==> src/rtl/hv_job_sched_if.sv <==
// Control bundle between the register file, the output-stream sink and hv_job_sched.
// slave is the scheduler's view; master is the driver's view.
interface hv_job_sched_if #(
  parameter int DEPTH = 4,
  parameter int IW    = 16,
  parameter int AW    = 20,
  parameter int CW    = 16
);
  localparam int LW = $clog2(DEPTH) + 1;

  logic          job_push;
  logic          job_gen;
  logic [IW-1:0] job_items;
  logic [AW-1:0] job_words;
  logic [AW-1:0] job_ngram;
  logic          job_full;
  logic [LW-1:0] job_level;
  logic          abort;
  logic          clear_err;
  logic          dst_valid;
  logic          dst_ready;
  logic          dst_last;
  logic [AW-1:0] cfg_addr_i;
  logic [AW-1:0] cfg_addr_j;
  logic [IW-1:0] cfg_random_num;
  logic          matw;
  logic [IW-1:0] mat_a;
  logic          run;
  logic          busy;
  logic          done_pulse;
  logic [CW-1:0] jobs_done;
  logic          err_overflow;

  modport slave (
    input  job_push, job_gen, job_items, job_words, job_ngram,
    input  abort, clear_err, dst_valid, dst_ready, dst_last,
    output job_full, job_level, cfg_addr_i, cfg_addr_j, cfg_random_num,
    output matw, mat_a, run, busy, done_pulse, jobs_done, err_overflow
  );

  modport master (
    output job_push, job_gen, job_items, job_words, job_ngram,
    output abort, clear_err, dst_valid, dst_ready, dst_last,
    input  job_full, job_level, cfg_addr_i, cfg_addr_j, cfg_random_num,
    input  matw, mat_a, run, busy, done_pulse, jobs_done, err_overflow
  );
endinterface

==> src/rtl/hv_job_sched.sv <==
// HDC encode job scheduler: queues job descriptors, optionally sweeps the item memory
// (matw/mat_a), then holds run until the final output-stream beat of the job.
module hv_job_sched #(
  parameter int DEPTH = 4,
  parameter int IW    = 16,
  parameter int AW    = 20,
  parameter int CW    = 16
) (
  input  logic           AXIS_ACLK,
  input  logic           AXIS_ARESETN,
  hv_job_sched_if.slave  bus
);
  localparam int PW = $clog2(DEPTH);
  localparam int LW = PW + 1;

  typedef enum logic [2:0] {IDLE, LOAD, GEN, GAP, RUN, DONE} state_t;

  typedef struct packed {
    logic          gen;
    logic [IW-1:0] items;
    logic [AW-1:0] words;
    logic [AW-1:0] ngram;
  } job_t;

  job_t          queue_mem [DEPTH];
  job_t          head;
  job_t          wr_entry;
  logic [PW-1:0] wr_ptr;
  logic [PW-1:0] rd_ptr;
  logic [LW-1:0] level;
  logic          full;
  logic          empty;
  logic          push_ok;
  logic          pop;
  logic          err_reg;

  state_t        state;
  logic          cfg_gen;
  logic [AW-1:0] cfg_addr_i;
  logic [AW-1:0] cfg_addr_j;
  logic [IW-1:0] cfg_random_num;
  logic          matw;
  logic [IW-1:0] mat_a;
  logic          run;
  logic          done_pulse;
  logic [CW-1:0] jobs_done;
  logic          stream_end;

  assign full       = (level == LW'(DEPTH));
  assign empty      = (level == '0);
  // A full queue drops the push even when the scheduler pops in the same cycle.
  assign push_ok    = bus.job_push && !full;
  assign pop        = (state == IDLE) && !empty;
  assign head       = queue_mem[rd_ptr];
  assign stream_end = bus.dst_valid && bus.dst_ready && bus.dst_last;

  assign wr_entry.gen   = bus.job_gen;
  assign wr_entry.items = bus.job_items;
  assign wr_entry.words = bus.job_words;
  assign wr_entry.ngram = bus.job_ngram;

  // Descriptor storage carries no reset; only the pointers define validity.
  always_ff @(posedge AXIS_ACLK) begin
    if (push_ok) begin
      queue_mem[wr_ptr] <= wr_entry;
    end
  end

  always_ff @(posedge AXIS_ACLK or negedge AXIS_ARESETN) begin
    if (!AXIS_ARESETN) begin
      wr_ptr <= '0;
      rd_ptr <= '0;
      level  <= '0;
    end else begin
      if (push_ok) begin
        wr_ptr <= wr_ptr + PW'(1);
      end
      if (pop) begin
        rd_ptr <= rd_ptr + PW'(1);
      end
      case ({push_ok, pop})
        2'b10:   level <= level + LW'(1);
        2'b01:   level <= level - LW'(1);
        default: level <= level;
      endcase
    end
  end

  // Sticky overflow; a new overflow wins over a simultaneous clear.
  always_ff @(posedge AXIS_ACLK or negedge AXIS_ARESETN) begin
    if (!AXIS_ARESETN) begin
      err_reg <= 1'b0;
    end else if (bus.job_push && full) begin
      err_reg <= 1'b1;
    end else if (bus.clear_err) begin
      err_reg <= 1'b0;
    end
  end

  always_ff @(posedge AXIS_ACLK or negedge AXIS_ARESETN) begin
    if (!AXIS_ARESETN) begin
      state          <= IDLE;
      cfg_gen        <= 1'b0;
      cfg_addr_i     <= '0;
      cfg_addr_j     <= '0;
      cfg_random_num <= '0;
      matw           <= 1'b0;
      mat_a          <= '0;
      run            <= 1'b0;
      done_pulse     <= 1'b0;
      jobs_done      <= '0;
    end else begin
      done_pulse <= 1'b0;
      case (state)
        IDLE: begin
          if (pop) begin
            state          <= LOAD;
            cfg_gen        <= head.gen;
            cfg_addr_i     <= head.words;
            cfg_addr_j     <= head.ngram;
            cfg_random_num <= head.items;
          end
        end
        LOAD: begin
          if (cfg_gen) begin
            state <= GEN;
            matw  <= 1'b1;
            mat_a <= '0;
          end else begin
            state <= GAP;
          end
        end
        GEN: begin
          if (bus.abort || (mat_a == cfg_random_num)) begin
            state <= bus.abort ? IDLE : GAP;
            matw  <= 1'b0;
            mat_a <= '0;
          end else begin
            mat_a <= mat_a + IW'(1);
          end
        end
        GAP: begin
          // The low run cycle here lets the downstream rst=~run separate jobs.
          if (bus.abort) begin
            state <= IDLE;
          end else begin
            state <= RUN;
            run   <= 1'b1;
          end
        end
        RUN: begin
          if (bus.abort) begin
            state <= IDLE;
            run   <= 1'b0;
          end else if (stream_end) begin
            state      <= DONE;
            run        <= 1'b0;
            done_pulse <= 1'b1;
            jobs_done  <= jobs_done + CW'(1);
          end
        end
        DONE: begin
          state <= IDLE;
        end
        default: begin
          state <= IDLE;
          matw  <= 1'b0;
          run   <= 1'b0;
          mat_a <= '0;
        end
      endcase
    end
  end

  assign bus.job_full       = full;
  assign bus.job_level      = level;
  assign bus.err_overflow   = err_reg;
  assign bus.cfg_addr_i     = cfg_addr_i;
  assign bus.cfg_addr_j     = cfg_addr_j;
  assign bus.cfg_random_num = cfg_random_num;
  assign bus.matw           = matw;
  assign bus.mat_a          = mat_a;
  assign bus.run            = run;
  assign bus.busy           = (state != IDLE);
  assign bus.done_pulse     = done_pulse;
  assign bus.jobs_done      = jobs_done;

endmodule

==> src/flat_wrapper.sv <==
// flat-port wrapper written by rule: the top's interface ports become plain ports
module hv_job_sched_flat 
#(
  parameter int DEPTH = 4,
  parameter int IW    = 16,
  parameter int AW    = 20,
  parameter int CW    = 16
)
  (AXIS_ACLK, AXIS_ARESETN, bus_job_push, bus_job_gen, bus_job_items, bus_job_words, bus_job_ngram, bus_abort, bus_clear_err, bus_dst_valid, bus_dst_ready, bus_dst_last, bus_job_full, bus_job_level, bus_cfg_addr_i, bus_cfg_addr_j, bus_cfg_random_num, bus_matw, bus_mat_a, bus_run, bus_busy, bus_done_pulse, bus_jobs_done, bus_err_overflow);
  hv_job_sched_if #(.DEPTH(DEPTH), .IW(IW), .AW(AW), .CW(CW)) bus_i ();
  input  logic AXIS_ACLK;
  input  logic AXIS_ARESETN;
  input wire logic [$bits(bus_i.job_push)-1:0] bus_job_push;
  input wire logic [$bits(bus_i.job_gen)-1:0] bus_job_gen;
  input wire logic [$bits(bus_i.job_items)-1:0] bus_job_items;
  input wire logic [$bits(bus_i.job_words)-1:0] bus_job_words;
  input wire logic [$bits(bus_i.job_ngram)-1:0] bus_job_ngram;
  input wire logic [$bits(bus_i.abort)-1:0] bus_abort;
  input wire logic [$bits(bus_i.clear_err)-1:0] bus_clear_err;
  input wire logic [$bits(bus_i.dst_valid)-1:0] bus_dst_valid;
  input wire logic [$bits(bus_i.dst_ready)-1:0] bus_dst_ready;
  input wire logic [$bits(bus_i.dst_last)-1:0] bus_dst_last;
  output wire logic [$bits(bus_i.job_full)-1:0] bus_job_full;
  output wire logic [$bits(bus_i.job_level)-1:0] bus_job_level;
  output wire logic [$bits(bus_i.cfg_addr_i)-1:0] bus_cfg_addr_i;
  output wire logic [$bits(bus_i.cfg_addr_j)-1:0] bus_cfg_addr_j;
  output wire logic [$bits(bus_i.cfg_random_num)-1:0] bus_cfg_random_num;
  output wire logic [$bits(bus_i.matw)-1:0] bus_matw;
  output wire logic [$bits(bus_i.mat_a)-1:0] bus_mat_a;
  output wire logic [$bits(bus_i.run)-1:0] bus_run;
  output wire logic [$bits(bus_i.busy)-1:0] bus_busy;
  output wire logic [$bits(bus_i.done_pulse)-1:0] bus_done_pulse;
  output wire logic [$bits(bus_i.jobs_done)-1:0] bus_jobs_done;
  output wire logic [$bits(bus_i.err_overflow)-1:0] bus_err_overflow;
  assign bus_i.job_push = bus_job_push;
  assign bus_i.job_gen = bus_job_gen;
  assign bus_i.job_items = bus_job_items;
  assign bus_i.job_words = bus_job_words;
  assign bus_i.job_ngram = bus_job_ngram;
  assign bus_i.abort = bus_abort;
  assign bus_i.clear_err = bus_clear_err;
  assign bus_i.dst_valid = bus_dst_valid;
  assign bus_i.dst_ready = bus_dst_ready;
  assign bus_i.dst_last = bus_dst_last;
  assign bus_job_full = bus_i.job_full;
  assign bus_job_level = bus_i.job_level;
  assign bus_cfg_addr_i = bus_i.cfg_addr_i;
  assign bus_cfg_addr_j = bus_i.cfg_addr_j;
  assign bus_cfg_random_num = bus_i.cfg_random_num;
  assign bus_matw = bus_i.matw;
  assign bus_mat_a = bus_i.mat_a;
  assign bus_run = bus_i.run;
  assign bus_busy = bus_i.busy;
  assign bus_done_pulse = bus_i.done_pulse;
  assign bus_jobs_done = bus_i.jobs_done;
  assign bus_err_overflow = bus_i.err_overflow;
  hv_job_sched #(.DEPTH(DEPTH), .IW(IW), .AW(AW), .CW(CW)) u_core (.AXIS_ACLK(AXIS_ACLK), .AXIS_ARESETN(AXIS_ARESETN), .bus(bus_i));
endmodule
==> config.mk <==
export PLATFORM = sky130hd
export DESIGN_NAME = hv_job_sched_flat
export DESIGN_NICKNAME = d
export VERILOG_FILES = /design/src/rtl/hv_job_sched_if.sv /design/src/rtl/hv_job_sched.sv /design/src/flat_wrapper.sv
export SDC_FILE = /design/constraint.sdc
export NUM_CORES = 1
export LEC_CHECK = 0
export BUFFER_PORTS_ARGS = -buffer_cell sky130_fd_sc_hd__buf_2
export CORE_MARGIN = 10
export CORE_UTILIZATION = 50
export DETAILED_ROUTE_END_ITERATION = 7
export HOLD_SLACK_MARGIN = 0.08
export PLACE_DENSITY_LB_ADDON = 0.08
export SYNTH_ARGS = -nofsm -noshare
export SYNTH_HDL_FRONTEND = slang
export SYNTH_SLANG_ARGS = --single-unit
==> constraint.sdc <==
create_clock -name AXIS_ACLK -period 2.9 [get_ports AXIS_ACLK]
set_input_delay 0.435 -clock AXIS_ACLK [delete_from_list [all_inputs] [get_ports AXIS_ACLK]]
set_output_delay 0.435 -clock AXIS_ACLK [all_outputs]
set_load 0.03 [all_outputs]
==> results.json, run 1 <==
{
  "outcome": "completed",
  "drive_gt1_share_pct": 41.5,
  "gp_congestion": 0.848,
  "rows": 58,
  "met2WireLength_um": 13300,
  "holdPathEnd": "u_core.bus.err_overflow$_DFFE_PN0P_",
  "cp_max_fo": 13,
  "drt_iter0_drc": 362,
  "fmax_ghz": 0.433,
  "grt_max_degree": 60,
  "yosysWarnings": 0,
  "first_global_vias": 7171,
  "r2r_slack_ns": 0.59,
  "final.setup.tns_ns": 0,
  "path_cells": "or3_1, nor2_4, ha_1, inv_1, fa_1, xor2_1, nor2_1, xor2_1",
  "synth_top_family_by_area": "multiplexers",
  "clkTransAtPathRegs_ns": 0.06,
  "ios": 162,
  "wl_met3_um": 1630,
  "syn_area_mm2": 0.0127,
  "post-route-cell-area_mm2": 0.0154,
  "dp_hpwl_um": 17200,
  "synth_nets": 734,
  "synthTopCellsByCount": "edfxtp_1, dfrtp_1, mux2_2, mux4_2, xor2_1",
  "path_common_cell": "xor2_1",
  "critPathKind": "flop to flop",
  "finalNetCount": 927,
  "seq_area_frac_synth_pct": 74.0,
  "die_area_mm2": 0.0323,
  "synth.most_common_cell": "edfxtp_1",
  "period_needed_ns": 2.31,
  "cts_buffers": 36,
  "fill_cells": 1861,
  "synth_enable_flop_cells": 228,
  "synth-seq-cells": 331,
  "worstHoldStart": "bus_clear_err",
  "max_slew_margin_pct": 65.1,
  "finalSetupViolCount": 0,
  "grt_pass1_wl_um": 41700,
  "async_flop_share_pct": 31.1,
  "finalPower_uw": 16900,
  "via_count": 6632,
  "internal-power_uw": 11500,
  "tightest_slew_ns": 0.524,
  "r2r_start": "u_core.state[1]$_DFFE_PN0P_",
  "maxUsedRoutingLayer": "met5",
  "area_growth_pct": 20.8,
  "root_buffer": "clkbuf_16",
  "comb_power_share_pct": 31.6,
  "switchingPower_uw": 5450,
  "dr.pass1.iters": 4,
  "tritoncts": "built",
  "startpoint_type": "flop",
  "yosysTopAreaCell": "edfxtp_1",
  "gr-usage-all-layers_pct": 16.3,
  "crit_required_ns": 3.31,
  "synth_xor_xnor_area_share_pct": 3.50,
  "antenna_found_initial": 5,
  "p_sw_share_pct": 32.2,
  "synth_flop_cell": "edfxtp_1",
  "cellPowerDensity_mw_per_mm2": 1100,
  "hold-worst-slack_ns": 0.121,
  "max_cap_violations": 0,
  "multi_input_area_mm2": 0.00318,
  "hold_depth": 2,
  "antenna_left": 0,
  "synth_adder_area_share_pct": 0.923,
  "critPathTopFamily": "simple AND/OR/NAND/NOR gates",
  "clockBufferDepth": 3,
  "synthTopCellsByArea": "edfxtp_1, dfrtp_1, mux4_2",
  "r2r_end": "u_core.bus.job_level[2]$_DFFE_PN0P_",
  "port_buffers": 161,
  "worst-r2r-cell-count": 8,
  "regArea_mm2": 0.00943,
  "cts_post_setup_buffers_inserted": 0,
  "h-tree-depth": 2,
  "placed_cell_area_mm2": 0.0142,
  "critPathMaxStageDelay_ns": 0.51,
  "clk-insertion-delay-late_ns": 0.51,
  "drv_slew": 0,
  "fin_util_pct": 61.3,
  "hold_path.class": "primary input to flop",
  "rsz0062_at_grt": "no",
  "met1_length_um": 10900,
  "vias_per_cell": 5.47,
  "p_clk_share_pct": 26.9,
  "postSynthCellCount": 661,
  "finalHoldViolCount": 0,
  "wl_per_cell_um": 21.7,
  "yosysTopAreaCellShare_pct": 53.7,
  "crit_slowest_cell": "dfrtp_1",
  "vdd_drop_max_mv": 0.712,
  "synthMuxAreaShare_pct": 15.4,
  "drc_errors": 0,
  "finalCritPeriodShare_pct": 79.6,
  "synth_cell_types": 44,
  "synth_compound_area_share_pct": 0.727,
  "syn_avg_cell_area_um2": 19.3,
  "initial_core_util_pct": 50.8,
  "synthSimpleGateAreaFrac_pct": 4.28,
  "cp.arrival_ns": 2.72,
  "worst-path-buf-inv": 1,
  "drt-total-wl_um": 26300,
  "coreArea_mm2": 0.0251,
  "clock-sinks": 331,
  "gr-total-overflow": 0,
  "seqPwrFrac_pct": 41.5,
  "die_w_um": 180,
  "p_leak_uw": 0.00589,
  "die_y_um": 180,
  "finClkSkew_ns": 0.0172,
  "end_kind": "flop"
}
[stage by stage]
step	setup slack [ns]	instances
6_report	0.590	1212
3_5_place_dp	0.627	1145
4_1_cts	0.591	1211
3_3_place_gp	0.675	1145
5_1_grt	0.477	1211
2_1_floorplan	0.287	661
[timing repair]
item | 4_1_cts | 5_1_grt
hold buffers | 1 | 0
resized for setup | 0 | 0
hold endpoints to repair | 22 | 0
setup endpoints to repair | 0 | 0
[how the worst max path moves through the flow]
stage	from	to	slack, ns	cells past startpoint
CTS	u_core.state[2]$_DFFE_PN0P_	u_core.bus.job_level[2]$_DFFE_PN0P_	0.59	8
floorplan	u_core.state[2]$_DFFE_PN0P_	u_core.bus.job_level[2]$_DFFE_PN0P_	0.29	10
detailed placement	u_core.state[1]$_DFFE_PN0P_	u_core.bus.job_level[2]$_DFFE_PN0P_	0.63	8
global route	u_core.state[1]$_DFFE_PN0P_	u_core.bus.job_level[2]$_DFFE_PN0P_	0.48	8
global placement	u_core.state[1]$_DFFE_PN0P_	u_core.bus.job_level[2]$_DFFE_PN0P_	0.67	8
finish	u_core.state[1]$_DFFE_PN0P_	u_core.bus.job_level[2]$_DFFE_PN0P_	0.59	8
[metal layers]
| metal | GRT usage [%] | up-vias |
|---|---|---|
| met5 | 0 | - |
| li1 | - | 2955 |
| met3 | 4.50 | 44 |
| met2 | 27.5 | 208 |
| met1 | 20.2 | 3417 |
| met4 | 4.47 | 8 |
[area by class of cell]
type                    instances  area share [%]
flip-flops and latches        331            61.2
inverters                      13           0.317
diodes                          1          0.0163
well taps                     330            2.68
multi-input cells             291            20.6
clock inverters                19            1.19
clock buffers                  46            6.70
repair buffers                181            7.22
[sequential cells by signal, indices dropped and copies added (netlist names), 3 cells and up]
register                   count
u_core.queue_mem             228
u_core.bus.cfg_addr_i         20
u_core.bus.cfg_addr_j         20
u_core.bus.cfg_random_num     16
u_core.bus.jobs_done          16
u_core.bus.mat_a              16
u_core.bus.job_level           3
u_core.state                   3
[power groups by stage]
stage / Combinational, µW / Sequential [µW] / Clock, µW
global placement: 5380 / 7050 / 0
floorplan: 2970 / 7720 / 0
finish: 5350 / 7020 / 4540
global route: 5750 / 7160 / 4870
detailed placement: 5470 / 7120 / 0
CTS: 5490 / 7040 / 4650
[layout by cell type, fill, tap and decap left out, types with 18 or more instances in the layout]
| cell type | instances |
|---|---|
| nor2_1 | 21 |
| buf_2 | 160 |
| mux4_2 | 57 |
| xor2_1 | 26 |
| clkbuf_16 | 38 |
| nand2_1 | 18 |
| xnor2_1 | 23 |
| dfrtp_1 | 101 |
| edfxtp_1 | 228 |
| mux2_2 | 59 |
[cells by family after synthesis]
| kind of cell | after synthesis |
|---|---|
| AOI/OAI and AO/OA | 14 |
| xor gates and xnor gates | 50 |
| adders and majority gates | 9 |
| buffers and inverters | 39 |
| DFF | 331 |
| muxes | 117 |
| and+or+nand+nor | 101 |
(Power assumes the default switching activity.)
==> inputs of run 2 (changes only) <==
==> constraint.sdc (replaced) <==
create_clock -name AXIS_ACLK -period 2.2 [get_ports AXIS_ACLK]
set_input_delay 0.33 -clock AXIS_ACLK [delete_from_list [all_inputs] [get_ports AXIS_ACLK]]
set_output_delay 0.33 -clock AXIS_ACLK [all_outputs]
set_load 0.03 [all_outputs]
==> results.json, run 2 (same netlist as run 1, synthesis figures left out) <==
{
  "outcome": "completed",
  "clockBufferDepth": 3,
  "tritoncts": "built",
  "reg_top3": "u_core.queue_mem x228, u_core.bus.cfg_addr_i x20, u_core.bus.cfg_addr_j x20",
  "antenna_left": 0,
  "critPathMaxStageDelay_ns": 0.53,
  "clk-insertion-delay-late_ns": 0.50,
  "vdd_drop_max_mv": 0.770,
  "h-tree-depth": 2,
  "hold_path.class": "primary input to flop",
  "wl_per_cell_um": 20.6,
  "critPathKind": "primary input to flop",
  "finalCritPeriodShare_pct": 94.0,
  "drt-total-wl_um": 26200,
  "end_kind": "flop",
  "p_sw_share_pct": 31.9,
  "cts_buffers": 35,
  "ios": 162,
  "die_w_um": 180,
  "max_slew_margin_pct": 58.8,
  "gr-usage-all-layers_pct": 16.4,
  "period_needed_ns": 2.07,
  "initial_core_util_pct": 50.8,
  "final_common_cell": "edfxtp_1",
  "path_cells": "dlygate4sd3_1, buf_2, or4b_4, nor4_2, nand2b_1, nor3_1, xor2_1",
  "placedCellCount": 1150,
  "final.setup.tns_ns": 0,
  "finClkSkew_ns": 0.0105,
  "p_clk_share_pct": 25.8,
  "placed_cell_area_mm2": 0.0142,
  "grt_max_degree": 104,
  "startpoint_type": "primary input",
  "rsz0062_at_grt": "no",
  "rows": 58,
  "clock-sinks": 331,
  "drc_errors": 0,
  "cp.arrival_ns": 2.48,
  "cts_post_setup_buffers_inserted": 0,
  "seqPwrFrac_pct": 41.2,
  "fin_util_pct": 63.8,
  "dr.pass1.iters": 4,
  "max_cap_violations": 0,
  "multi_input_area_mm2": 0.00321,
  "dp_hpwl_um": 17000,
  "fmax_ghz": 0.484,
  "finalSetupViolCount": 0,
  "die_area_mm2": 0.0323,
  "drt_iter0_drc": 373,
  "final_cell_mix": "edfxtp_1, buf_2, dfrtp_1, dlygate4sd3_1, mux2_2",
  "finalNetCount": 991,
  "p_leak_uw": 0.00613,
  "drv_slew": 0,
  "largest_reg_flops": 228,
  "cp_max_fo": 5,
  "regArea_mm2": 0.00943,
  "gr-total-overflow": 0,
  "die_y_um": 180,
  "grt_pass1_wl_um": 42600,
  "internal-power_uw": 15200,
  "area_growth_pct": 25.6,
  "port_buffers": 161,
  "clkTransAtPathRegs_ns": 0.06,
  "via_count": 6773,
  "comb_power_share_pct": 33.1,
  "gp_congestion": 0.823,
  "top_register": "u_core.queue_mem",
  "post-route-cell-area_mm2": 0.0160,
  "finalHoldViolCount": 0,
  "cellPowerDensity_mw_per_mm2": 1390,
  "crit_required_ns": 2.61,
  "switchingPower_uw": 7130,
  "finalNonFillerCells": 1275,
  "coreArea_mm2": 0.0251,
  "antenna_found_initial": 2,
  "root_buffer": "clkbuf_16",
  "vias_per_cell": 5.31,
  "crit_slowest_cell": "dlygate4sd3_1",
  "drive_gt1_share_pct": 39.3,
  "first_global_vias": 7602,
  "tightest_slew_ns": 0.618,
  "fill_cells": 1815
}
[run 2: cell count changes in the layout (fill, tap and decap cells not counted), moves of 2 or more]
cell / delta
clkinv_2: -2
dlygate4sd3_1: +60
clkbuf_1: +5
clkinv_1: -2
clkbuf_8: -2
buf_4: +4
[run 2: cell type report]
cell class / instances / area share, %
multi-input combinational: 291 / 20.0
inverter: 13 / 0.305
sequential: 331 / 58.9
tap: 330 / 2.58
antenna: 2 / 0.0313
clock inverter: 14 / 0.922
timing repair buffer: 246 / 11.0
clock buffer: 48 / 6.23
[run 2: final timing paths]
path                                                            from  depth (start not counted)  slack (ns)                                   end
worst max register to register           u_core.state[1]$_DFFE_PN0P_                          8        0.20   u_core.bus.job_level[2]$_DFFE_PN0P_
min in group asynchronous                               AXIS_ARESETN                          3        0.47       u_core.bus.mat_a[6]$_DFFE_PN0P_
max in group asynchronous                               AXIS_ARESETN                          3        1.23          u_core.rd_ptr[0]$_DFFE_PN0P_
worst min register to register  u_core.bus.jobs_done[15]$_DFFE_PN0P_                          1        0.48  u_core.bus.jobs_done[15]$_DFFE_PN0P_
worst min-delay path                                   bus_dst_ready                          4        0.32           u_core.state[0]$_DFFE_PN0P_
worst max-delay path                                       bus_abort                          7        0.13  u_core.bus.jobs_done[15]$_DFFE_PN0P_
[run 2: power by group through the flow]
stage	clock network [µW]	registers (µW)	logic (µW)
after floorplan	0	10200	4020
after global placement	0	9240	7290
after detailed placement	0	9340	7400
after CTS	5890	9220	7530
after global routing	6160	9370	7940
final	5750	9180	7380
[run 2: what timing repair did]
item | 4_1_cts | 5_1_grt
hold buffers | 61 | 0
endpoints found under the hold margin | 333 | 0
endpoints found under the setup margin | 0 | 1
resized for setup | 0 | 1
[run 2: critical path: cells and delay by family]
kind	cells	cell delay, ns
buf+inv	2	0.69
xor+xnor	1	0.17
simple gates	4	1.29
[run 2: layer usage]
metal / track usage, % / part of all wire, % / vias to the layer above
met5: 0 / 0 / -
met4: 4.20 / 1.5 / 0
met3: 4.04 / 5.1 / 33
met2: 27.6 / 51 / 168
met1: 20.8 / 43 / 3498
li1: - / - / 3074
[run 2: metrics by stage]
stage	hold WS, ns	power (µW)	setup WS [ns]
finish	0.317	22300	0.132
global route	0.349	23500	0.0647
CTS	0.285	22600	0.0674
detailed placement	0.475	16700	0.0926
global placement	0.454	16500	0.0823
floorplan	0.0344	14200	0.00481
